[src/rtl/sequenciador_ula_pkg.sv]
`default_nettype none
// +----------------------------------------------------------------------------+
// | sequenciador_ula_pkg : opcodes, FSM states and instruction field positions |
// | Rev 1.0                                                                    |
// +----------------------------------------------------------------------------+
package sequenciador_ula_pkg;

    typedef enum logic [2:0] {
        OP_AND = 3'b000,
        OP_OR  = 3'b001,
        OP_ADD = 3'b010,
        OP_SUB = 3'b011,
        OP_NOT = 3'b100,
        OP_MOV = 3'b101,
        OP_LDI = 3'b110,
        OP_NOP = 3'b111
    } opcode_t;

    typedef enum logic [1:0] {
        OCIOSO  = 2'b00,
        BUSCA   = 2'b01,
        EXECUTA = 2'b10,
        ESCRITA = 2'b11
    } estado_t;

    localparam int OPC_MSB = 7;
    localparam int OPC_LSB = 5;
    localparam int RD_MSB  = 4;
    localparam int RD_LSB  = 3;
    localparam int RS2_MSB = 2;
    localparam int RS2_LSB = 1;

    // Opcodes 000..100 are the ones whose result comes from the external ALU.
    function automatic logic usa_ula(input opcode_t op);
        return (op <= OP_NOT);
    endfunction

endpackage
`default_nettype wire

[src/rtl/sequenciador_ula_banco_registradores.sv]
`default_nettype none
// +----------------------------------------------------------------------------+
// | banco_registradores : 4-entry register file, 1 write / 3 read ports        |
// | Rev 1.0                                                                    |
// +----------------------------------------------------------------------------+
module banco_registradores #(
    parameter int LARGURA = 8
) (
    input  logic               clock,
    input  logic               reset_n,
    input  logic               escrita_en,
    input  logic [1:0]         escrita_sel,
    input  logic [LARGURA-1:0] escrita_dado,
    input  logic [1:0]         rd_sel,
    output logic [LARGURA-1:0] rd_dado,
    input  logic [1:0]         rs2_sel,
    output logic [LARGURA-1:0] rs2_dado,
    input  logic [1:0]         leitura_sel,
    output logic [LARGURA-1:0] leitura_dado
);

    logic [LARGURA-1:0] r_reg [4];

    always_ff @(posedge clock or negedge reset_n) begin
        if (!reset_n) begin
            for (int i = 0; i < 4; i++) begin
                r_reg[i] <= '0;
            end
        end else if (escrita_en) begin
            r_reg[escrita_sel] <= escrita_dado;
        end
    end

    assign rd_dado      = r_reg[rd_sel];
    assign rs2_dado     = r_reg[rs2_sel];
    assign leitura_dado = r_reg[leitura_sel];

endmodule
`default_nettype wire

[src/rtl/sequenciador_ula.sv]
`default_nettype none
// +----------------------------------------------------------------------------+
// | sequenciador_ula : 4-state sequencer driving an external combinational ALU |
// | Rev 1.0                                                                    |
// +----------------------------------------------------------------------------+
module sequenciador_ula
    import sequenciador_ula_pkg::*;
#(
    parameter int LARGURA = 8
) (
    input  logic               clock,
    input  logic               reset_n,
    input  logic               instr_valido,
    output logic               instr_pronto,
    input  logic [7:0]         instrucao,
    input  logic [LARGURA-1:0] imediato,
    output logic [LARGURA-1:0] entrada1,
    output logic [LARGURA-1:0] entrada2,
    output logic [2:0]         operacao,
    input  logic [LARGURA-1:0] resultado,
    input  logic               carryout,
    output logic               flag_zero,
    output logic               flag_carry,
    output logic               concluido,
    input  logic [1:0]         leitura_sel,
    output logic [LARGURA-1:0] leitura_dado
);

    estado_t            r_estado;
    opcode_t            r_opcode;
    logic [1:0]         r_rd;
    logic [1:0]         r_rs2;
    logic [LARGURA-1:0] r_imediato;
    logic [LARGURA-1:0] r_resultado;
    logic               r_carry;

    logic [LARGURA-1:0] w_dado_rd;
    logic [LARGURA-1:0] w_dado_rs2;
    logic               w_escrita_en;
    logic               w_unused_bit0;

    assign instr_pronto  = (r_estado == OCIOSO);
    assign w_escrita_en  = (r_estado == ESCRITA) && (r_opcode != OP_NOP);
    assign w_unused_bit0 = instrucao[0];

    banco_registradores #(
        .LARGURA (LARGURA)
    ) u_banco (
        .clock        (clock),
        .reset_n      (reset_n),
        .escrita_en   (w_escrita_en),
        .escrita_sel  (r_rd),
        .escrita_dado (r_resultado),
        .rd_sel       (r_rd),
        .rd_dado      (w_dado_rd),
        .rs2_sel      (r_rs2),
        .rs2_dado     (w_dado_rs2),
        .leitura_sel  (leitura_sel),
        .leitura_dado (leitura_dado)
    );

    always_ff @(posedge clock or negedge reset_n) begin
        if (!reset_n) begin
            r_estado    <= OCIOSO;
            r_opcode    <= OP_AND;
            r_rd        <= '0;
            r_rs2       <= '0;
            r_imediato  <= '0;
            r_resultado <= '0;
            r_carry     <= 1'b0;
            entrada1    <= '0;
            entrada2    <= '0;
            operacao    <= 3'b000;
            flag_zero   <= 1'b0;
            flag_carry  <= 1'b0;
            concluido   <= 1'b0;
        end else begin
            concluido <= 1'b0;
            case (r_estado)
                OCIOSO: begin
                    if (instr_valido) begin
                        r_opcode   <= opcode_t'(instrucao[OPC_MSB:OPC_LSB]);
                        r_rd       <= instrucao[RD_MSB:RD_LSB];
                        r_rs2      <= instrucao[RS2_MSB:RS2_LSB];
                        r_imediato <= imediato;
                        r_estado   <= BUSCA;
                    end
                end
                BUSCA: begin
                    if (usa_ula(r_opcode)) begin
                        entrada1 <= w_dado_rd;
                        entrada2 <= w_dado_rs2;
                        operacao <= r_opcode;
                    end else begin
                        operacao <= 3'b000;
                    end
                    r_estado <= EXECUTA;
                end
                EXECUTA: begin
                    case (r_opcode)
                        OP_MOV:  r_resultado <= w_dado_rs2;
                        OP_LDI:  r_resultado <= r_imediato;
                        default: r_resultado <= resultado;
                    endcase
                    r_carry   <= ((r_opcode == OP_ADD) || (r_opcode == OP_SUB)) ? carryout : 1'b0;
                    // Registered so the pulse lines up with the ESCRITA cycle.
                    concluido <= 1'b1;
                    r_estado  <= ESCRITA;
                end
                ESCRITA: begin
                    if (r_opcode != OP_NOP) begin
                        flag_zero  <= (r_resultado == '0);
                        flag_carry <= r_carry;
                    end
                    r_estado <= OCIOSO;
                end
                default: r_estado <= OCIOSO;
            endcase
        end
    end

endmodule
`default_nettype wire

[config.mk]
export PLATFORM = sky130hd
export DESIGN_NAME = sequenciador_ula
export DESIGN_NICKNAME = d
export VERILOG_FILES = /design/src/rtl/sequenciador_ula_pkg.sv /design/src/rtl/sequenciador_ula_banco_registradores.sv /design/src/rtl/sequenciador_ula.sv
export SDC_FILE = /design/constraint.sdc
export NUM_CORES = 1
export LEC_CHECK = 0
export BUFFER_PORTS_ARGS = -buffer_cell sky130_fd_sc_hd__buf_2
export CORE_AREA = 5 5 105 107
export DETAILED_ROUTE_END_ITERATION = 16
export DIE_AREA = 0 0 110 112
export GPL_ROUTABILITY_DRIVEN = 1
export SLEW_MARGIN = 30
export SYNTH_ARGS = -nofsm -noshare
export SYNTH_HDL_FRONTEND = slang
export SYNTH_SLANG_ARGS = --single-unit
[constraint.sdc]
create_clock -name clock -period 2.69 [get_ports clock]
set_input_delay 0.4035 -clock clock [delete_from_list [all_inputs] [get_ports clock]]
set_output_delay 0.4035 -clock clock [all_outputs]
set_load 0.05 [all_outputs]
[Word level (Yosys, flattened, before mapping)]
Cells that the tools add are included.
W data, S select, Z words.
Word-level totals
  flip-flop bits (word level): 80
  input bits: 30
  output and inout bits: 31
Operators by class
  $lt $le $gt $ge: 5
  equal/unequal tests: 9
  muxes and demuxes: 18
  bitwise operators: 3
  reductions and logical operators: 8
Operators with widths (number)
  $mux W8: 7
  $bmux W8 S2: 3
  $bwmux W32: 1
  $demux W8 S2: 1
  $pmux W8 S2: 1
  $ge A3 B3 Y1 const B: 3
  $not A2 Y3: 3
  $logic_not A8 Y1: 1
  $pmux W2 S4: 1
  $eq A3 B2 Y1 const B: 2
  $eq A3 B3 Y1 const B: 2
  $reduce_and A2 Y1: 3
  $eq A2 B2 Y1 const B: 2
  $le A3 B3 Y1 const B: 1
  $lt A3 B1 Y1 const B: 1
  $mux W3: 1
  $ne A3 B3 Y1 const B: 1
  $eq A2 B1 Y1 const B: 1
  $logic_and A1 B1 Y1: 2
  $logic_not A2 Y1: 1
  $mux W1: 2
  $mux W2: 1
  $ne A2 B2 Y1 const B: 1
  $logic_or A1 B1 Y1: 1

[Depth between registers and ports, before layout]
Gate-level depths: netlist of run 1.
  depth after elaboration: 6
  mapped depth: 6
  mapped depth without buffers: 5

[Hierarchy]
Synthesis of run 1 repeated with hierarchy kept, for this count alone.
Second synthesis, totals
  cell total of the unflattened synthesis: 262
  area, all modules: 3988.8 µm²
By module, submodules not included
  sequenciador_ula: times used 1, cells an instance 164, area an instance 2209.6 µm², sequential area each 1201.2 µm²
  banco_registradores: times used 1, cells an instance 98, area an instance 1779.2 µm², sequential area each 800.8 µm²

[Worst setup path before layout of run 1]
OpenSTA, ideal clock, no wires.
  path type: register to register
  start: reg r_estado[0]
  end: reg r_imediato[5]
  data arrival time: 1.757 ns
  required time: 2.565 ns
  path slack: 0.808 ns
  stages on the path, launching flop included: 6
  clock period less this slack: 1.882 ns
  cells stage by stage: dfrtp_1 > inv_1 > ha_1 > nand2_1 > buf_2 > mux2_2
On the way
  word-level cells in the longest chain between the ends: 2
RTL lines
  from (decl): line sequenciador_ula.sv:29  | estado_t r_estado;
  from (signal assigned): line sequenciador_ula.sv:64  | r_estado <= OCIOSO;
  from (signal assigned): line sequenciador_ula.sv:86  | r_estado <= BUSCA;
  from (signal assigned): line sequenciador_ula.sv:97  | r_estado <= EXECUTA;
  $logic_not A2 Y1
  named net instr_pronto: line sequenciador_ula.sv:14  | output logic instr_pronto,
  $reduce_and A2 Y1 (no line)
  to (signal assigned): line sequenciador_ula.sv:85  | r_imediato <= imediato;
  to (decl): line sequenciador_ula.sv:33  | logic [LARGURA-1:0] r_imediato;
The timed path passes the listed nets, and every way through them passes these cells.
A chain may end at the register's enable or synchronous reset.

[Final worst setup path of run 1]
  start: reg u_banco.r_reg[0] (netlist name)
  end: out leitura_dado[0]
On the way
  word-level cells in the longest chain between the ends: 3
RTL lines
  from (decl): line sequenciador_ula_banco_registradores.sv:22  | logic [LARGURA-1:0] r_reg [4];
  from (signal, indexed assignment): line sequenciador_ula_banco_registradores.sv:30  | r_reg[escrita_sel] <= escrita_dado;
  $bmux W8 S2: line sequenciador_ula_banco_registradores.sv:36  | assign leitura_dado = r_reg[leitura_sel];
  $mux W8 (implied by the code) (2 in series): line sequenciador_ula_banco_registradores.sv:36
  to (decl): line sequenciador_ula.sv:26  | output logic [LARGURA-1:0] leitura_dado
Every way passes these cells. The select of a mux whose other input is x is not followed.

==> run summary, run 1 <==
The run gives 0 as the number of design rule violations left after detail routing. Share of power burned in combinational logic: 0.487. The peak fanout along the critical path is 4. For the max-capacitance violation count, the log shows 0. The most used flip-flop cell after synthesis is dfrtp_1.

The logs give 9 for the number of buffers added by the clock tree synthesis step and 5 for the first-pass iteration count of the detailed router. The flow ran to the end, and the final reports show no timing, DRC or antenna violations. At the pin with the least slew margin, the transition time is 0.747 ns. STA puts the critical path data arrival time at 1.51 ns. For this run, the number of Yosys warnings is 0.

Fraction of layout instances using a drive strength above 1: 0.514. The worst setup path is launched from a register. Entering global routing, the biggest net connects 81 pins. The relative contribution of the clock network to total power is 0.122, and the initial antenna violation count is 0. For the number of placement rows, the log shows 37.

The async set-or-reset flop fraction in the synthesized netlist is 1.00. Ranked by total cell area, the synthesized netlist is headed by dfrtp_1 (51%), mux2_2 (19%), mux4_2 (12%), mux4_1 (2.0%), a32oi_1 (1.8%). Leaving out fill and tap cells, the most frequent cells in the layout are dfrtp_1 (80), mux2_2 (66), buf_2 (58), mux4_2 (21), nand2_1 (18).

For the number of library cell types mapped by synthesis, the log shows 35. Setup violations remaining at the end of the flow were counted as 0. The logs give 61 for the number of top-level pins and 0.146 for the global-route usage over all layers. The tools report the sequential-to-total area share from yosys stat as 0.514. Detailed routing inserted a total of 2438 vias. The tools report the via count of the first global-routing pass as 2475.

Setup repair after global routing left no endpoint under its margin. The net switching fraction of the power is 0.435. Post-CTS timing repair inserted 0 buffers for setup. For this run, the post-layout net count is 353. The remaining max-slew budget at the tightest pin was 0.502; the remaining antenna violation count after routing was 0.

The hold violation total from the final report is 0. Clock-pin slew was measured on the worst setup and hold paths at 0.08 ns. Counting every net in the synthesized netlist gives 299.

The first global-routing pass estimated 13.6 mm of wire. Synthesis produced a netlist whose cell count is 265. The kind of critical path was reg -> out. The routed wire length was 8.40 mm; the number of input and output port buffers inserted was 59. Summing every instance area after synthesis gives 3890 µm². The run gives 0.388 as the effective utilization at floorplan. The run gives 80 as the number of sinks handled by clock tree synthesis. STA classifies the critical path endpoint as a primary output.

The static power due to leakage was 0.00188 µW; the area inside the core boundary was 10000 µm². The power per cell area is 1420 nW/µm². The achievable frequency came out at 522 MHz. At the worst endpoint, the required time is 2.29 ns.

The average vias per placed instance is 5.33, and the CTS H-tree depth is 3. The number of diodes added for antenna fixing was 0; the mean cell area of the mapped netlist was 14.7 µm². Post-CTS repair changed the size of 0 cells.

The max-slew violation count came out at 0. The tools report the root buffer cell as clkbuf_8. The share of the synthesized area in the top cell type is 0.514. TritonCTS built the clock tree. The analysis attributes to net switching a power of 2730 µW.

After detailed routing, the average wire length per cell comes to 18.4 µm. The post-placement cell area was 4280 µm². The half-perimeter wire length after placement came out at 5.77 mm.

The die footprint was 12300 µm²; the final weighted congestion in routability-driven placement was 0.738. The number of flops mapped to enable cells by yosys was 0. The worst path needs 1.92 ns of the cycle, external delays included. For the violation count after the first detailed-routing iteration, the log shows 126. From left edge to right edge, the die measures 110 µm. Between clock sinks in the finished design, the worst skew comes to 0.00552 ns. Y dimension of the die: 112 µm. The area growth from synthesis to layout is 13.9%. At the later pin of the worst-skew pair, clock insertion delay measures 0.34 ns. The library cell used most frequently in the layout, excluding fill and tap cells, is dfrtp_1. With fillers left out, the area of the finished cells amounts to 4440 µm². The leading area contributor after synthesis was dfrtp_1.

Counting along the longest clock path gives a buffer depth of 2. The kind of path behind the tightest hold check was in -> async. The tools report the relative contribution of sequential cells to total power as 0.391. The count of hold buffers inserted by post-cts repair was 0. Summed over all failing endpoints, the final setup total negative slack is 0 ns. The aggregate global routing overflow is 0. Cell internal power was estimated by the tool at 3550 µW. After synthesis the netlist holds a flip-flop and latch count of 80. The peak supply drop is 622 µV.

After filler insertion, the fill cell instance count of the layout stands at 956. The final period utilization was 0.712. The flip-flop count of the largest register, all copies and words added came out at 32.
==> stage by stage <==
| stage | utilization | worst slack [ns] | cells | power (µW) | hold WS, ns |
|---|---|---|---|---|---|
| 6_report | 0.442 | 0.775 | 457 | 6280 | 0.0858 |
| 5_1_grt | 0.442 | 0.717 | 457 | 6700 | 0.127 |
| 4_1_cts | 0.442 | 0.765 | 457 | 6360 | 0.111 |
| 3_5_place_dp | 0.426 | 0.768 | 444 | 5570 | 0.465 |
| 3_3_place_gp | 0.425 | 0.765 | 444 | 5500 | 0.461 |
| 2_1_floorplan | - | 0.808 | 265 | 4850 | 0.108 |
==> critical path: stages (launching register included) <==
cell,delay [ns]
dfrtp_1,0.42
mux4_2,0.51
buf_2,0.23
==> cell type report <==
type,count,area (µm²),share of cell area
repair buffers,59,302,0.0680
well taps,136,170,0.0384
clock buffers,12,155,0.0350
clock inverters,1,5.00,0.00113
inverters,6,22.5,0.00508
multi-input cells,163,1780,0.401
flip-flops and latches,80,2000,0.451
==> worst paths after layout <==
check / to / startpoint / depth (start not counted) / slack, ns
min: entrada1[5] / reset_n / 1 / 0.09
min reg2reg: flag_zero / flag_zero / 1 / 0.47
max: leitura_dado[0] / u_banco.r_reg[0] / 2 / 0.77
max in group asynchronous: operacao[0] / reset_n / 1 / 2.10
min in group clock: r_estado[1] / instr_valido / 2 / 0.27
max reg2reg: u_banco.r_reg[23] / r_rd[0] / 2 / 0.82
==> synthesized netlist by cell type (2+ instances only) <==
library cell,number
a41oi_1,8
nand2_1,18
buf_1,2
nor2_1,12
inv_1,6
buf_2,4
mux4_1,3
o21ai_0,3
mux2_2,66
mux4_2,21
nand4b_2,2
ha_1,4
nand3_2,2
nor4_1,2
dfrtp_1,80
clkbuf_1,6
a32oi_1,8
==> routing by layer <==
layer	global-route usage	routed length [µm]	vias to the layer above
met2	0.217	3870	73
li1	-	-	1119
met1	0.205	3970	1244
met4	0.0299	34	0
met3	0.0545	539	2
met5	0	0	-
==> cells by family after synthesis <==
group,count (synthesis),share of synthesized area
flops,80,0.514
compound gates,24,0.0488
simple gates,45,0.0626
buf+inv,22,0.0292
fa+ha+maj,4,0.0128
mux,90,0.332
==> power by group through the flow <==
| stage | clock network (µW) | registers (µW) | logic [µW] |
|---|---|---|---|
| 2_1_floorplan | 0 | 2680 | 2170 |
| 3_3_place_gp | 0 | 2460 | 3050 |
| 3_5_place_dp | 0 | 2480 | 3090 |
| 4_1_cts | 804 | 2460 | 3100 |
| 5_1_grt | 853 | 2570 | 3280 |
| 6_report | 765 | 2460 | 3060 |
Note: power is estimated with default switching activity, not from simulation.
==> run 2, diff against run 1 <==
Clock period 2.69 ns to 1.9 ns, I/O delays scaled along.
==> run 2 against run 1 <==
Core utilization up 2.4 points. Global-route usage up 0.18 points. Via count up 2.8%. Register-to-register slack worse by 0.51 ns. Sequential power up 37%. Design area up 5.4%. Highest routed layer unchanged.
==> run summary, run 2 (synthesis results as in run 1) <==
The run finished with clean final reports. Static timing analysis puts the maximum clock frequency at 558 MHz. In the final design database the tool counted 364 nets.

Entering global routing, the biggest net connects 51 pins. The kind of start point of the critical path is a register. During I/O placement, the number of pins put on the boundary was 61.

During placement, the flow inserted port buffers numbering 59. The run gives 0 as the aggregate global routing overflow. The effective utilization at floorplan is 0.388, and the source-to-sink clock delay at the later pin of the worst-skew pair is 0.35 ns. The die footprint was 12300 µm²; the power per cell area was 2080 nW/µm². The fraction of layout instances using a drive strength above 1 came out at 0.534. OpenSTA, run right after detailed placement, puts the worst setup slack at 0.209 ns. The analysis attributes to cell leakage a power of 0.00200 µW. The least setup slack across all paths after layout was 0.109 ns. The global-route usage over all layers was 0.148.

The final core utilization is 0.465. The logs give 0 for the number of post-CTS setup repair buffers and 0 for the hold violation total from the final report. The final non-filler cell area was 4670 µm².

The first global-routing pass estimated 13.9 mm of wire. The run gives 850 µV as the peak supply drop. The first TritonRoute pass finished after 4 iterations. The routed wire length is 8.52 mm, and the CTS H-tree depth is 3. At the worst endpoint, the arrival time is 1.51 ns. The worst endpoint required time is 1.62 ns, and the via count of the first global-routing pass is 2492. The half-perimeter wire length after placement is 6.10 mm. The most common cell after layout, fill and taps aside was dfrtp_1. For the total negative slack, the log shows 0 ns.

For the clock skew, the log shows 0.0103 ns. The remaining max-slew budget at the tightest pin was 0.672; the CTS clock-pin slew for the worst setup and hold paths was 0.08 ns. After the first detailed-routing iteration, the DRC count stood at 140. After detailed routing, the average wire length per cell comes to 18.1 µm. The kind of path behind the tightest hold check is in -> reg. Setup repair after global routing left no endpoint under its margin. Counting every sink on the clock net gives 80. For the pin with the worst max-slew slack, the measured transition is 0.490 ns. Leaving out fill and tap cells, the most frequent cells in the layout are dfrtp_1 (80), mux2_2 (66), buf_2 (58), mux4_2 (21), nand2_1 (18). The tools report the area inside the core boundary as 10000 µm². The max-capacitance violation count came out at 0. The y dimension of the die works out to 112 µm. The number of clock buffers added by TritonCTS is 9. The die is 110 µm wide.

The average vias per placed instance came out at 5.32. The deepest clock path buffer count was 2; the number of diodes added for antenna fixing was 0. TritonCTS built the clock tree. The initial antenna violation count is 0, and the final period utilization is 0.942. The tools report the root buffer cell as clkbuf_8. The final weighted congestion in routability-driven placement is 0.752, and the max-slew violation count is 0.

Setup violations remaining at the end of the flow were counted as 0. The layout overhead on the synthesized area is 20.0%. The peak fanout along the critical path was 4.

In this run the cell area measured after placement is 4400 µm². The tools report the detailed-route via count as 2507. The floorplan has 37 rows. The worst setup path is captured at a primary output. In this run the remaining antenna-violating nets after routing total 0. Kind of critical path: reg -> out. In the routed design, unresolved DRC markers number 0. The time the worst path needs with I/O delays and setup works out to 1.79 ns. The register with the most flip-flops in the layout has 32 of them.
==> run 2: cell count changes in the layout (fill, tap and decap cells not counted), sizes merged <==
cell	before	now
clkbuf	12	10
dlygate4sd3	0	1
buf	59	69
bufinv	0	4
clkinv	1	2
==> run 2: cell type report <==
class / count / area [µm²]
fill: 923 / 5370
sequential: 80 / 2000
tap: 136 / 170
inverter: 6 / 22.5
clock buffer: 10 / 138
multi-input combinational: 163 / 1780
timing repair buffer: 70 / 433
clock inverter: 6 / 130
==> run 2: worst max-delay path: stages (launching register included) <==
cell,delay [ns]
dfrtp_1,0.42
mux4_2,0.51
buf_2,0.23
==> run 2: final timing paths <==
kind | startpoint | end | slack, ns | depth (start not counted)
worst min-delay path | instr_valido | r_estado[1] | 0.15 | 2
worst max-delay path | u_banco.r_reg[0] | leitura_dado[0] | 0.11 | 2
min in group asynchronous | reset_n | entrada1[1] | 0.28 | 2
worst min register to register | flag_zero | flag_zero | 0.49 | 1
max in group asynchronous | reset_n | flag_carry | 1.09 | 3
worst max register to register | r_opcode[0] | u_banco.r_reg[17] | 0.31 | 4
==> run 2: report_power, final <==
part / total, µW / switching (µW) / leakage, µW / internal, µW
registers: 3360 / 798 / 0.000931 / 2560
clock network: 1660 / 619 / 0.000136 / 1040
logic: 4690 / 2570 / 0.000937 / 2130
total: 9700 / 3980 / 0.00200 / 5720
==> run 2: routing by layer <==
metal,GRT usage,up-vias,part of all wire
li1,-,1145,-
met1,0.219,1284,0.48
met2,0.214,69,0.46
met3,0.0429,9,0.058
met4,0.0374,0,0.010
met5,0,-,0
==> run 2: through the flow <==
step                      hold slack, ns  total power [µW]  std cells
after global routing               0.143             10300        471
after detailed placement           0.113              8120        454
after floorplan                  -0.0106              6870        265
after CTS                          0.131              9800        471
after global placement             0.111              8000        454
final                              0.147              9700        471
==> run 2: timing repair <==
item                       CTS  global route
hold endpoints to repair    56             0
setup endpoints to repair    0             0
hold buffers                 1             0
gates resized for setup      0             0
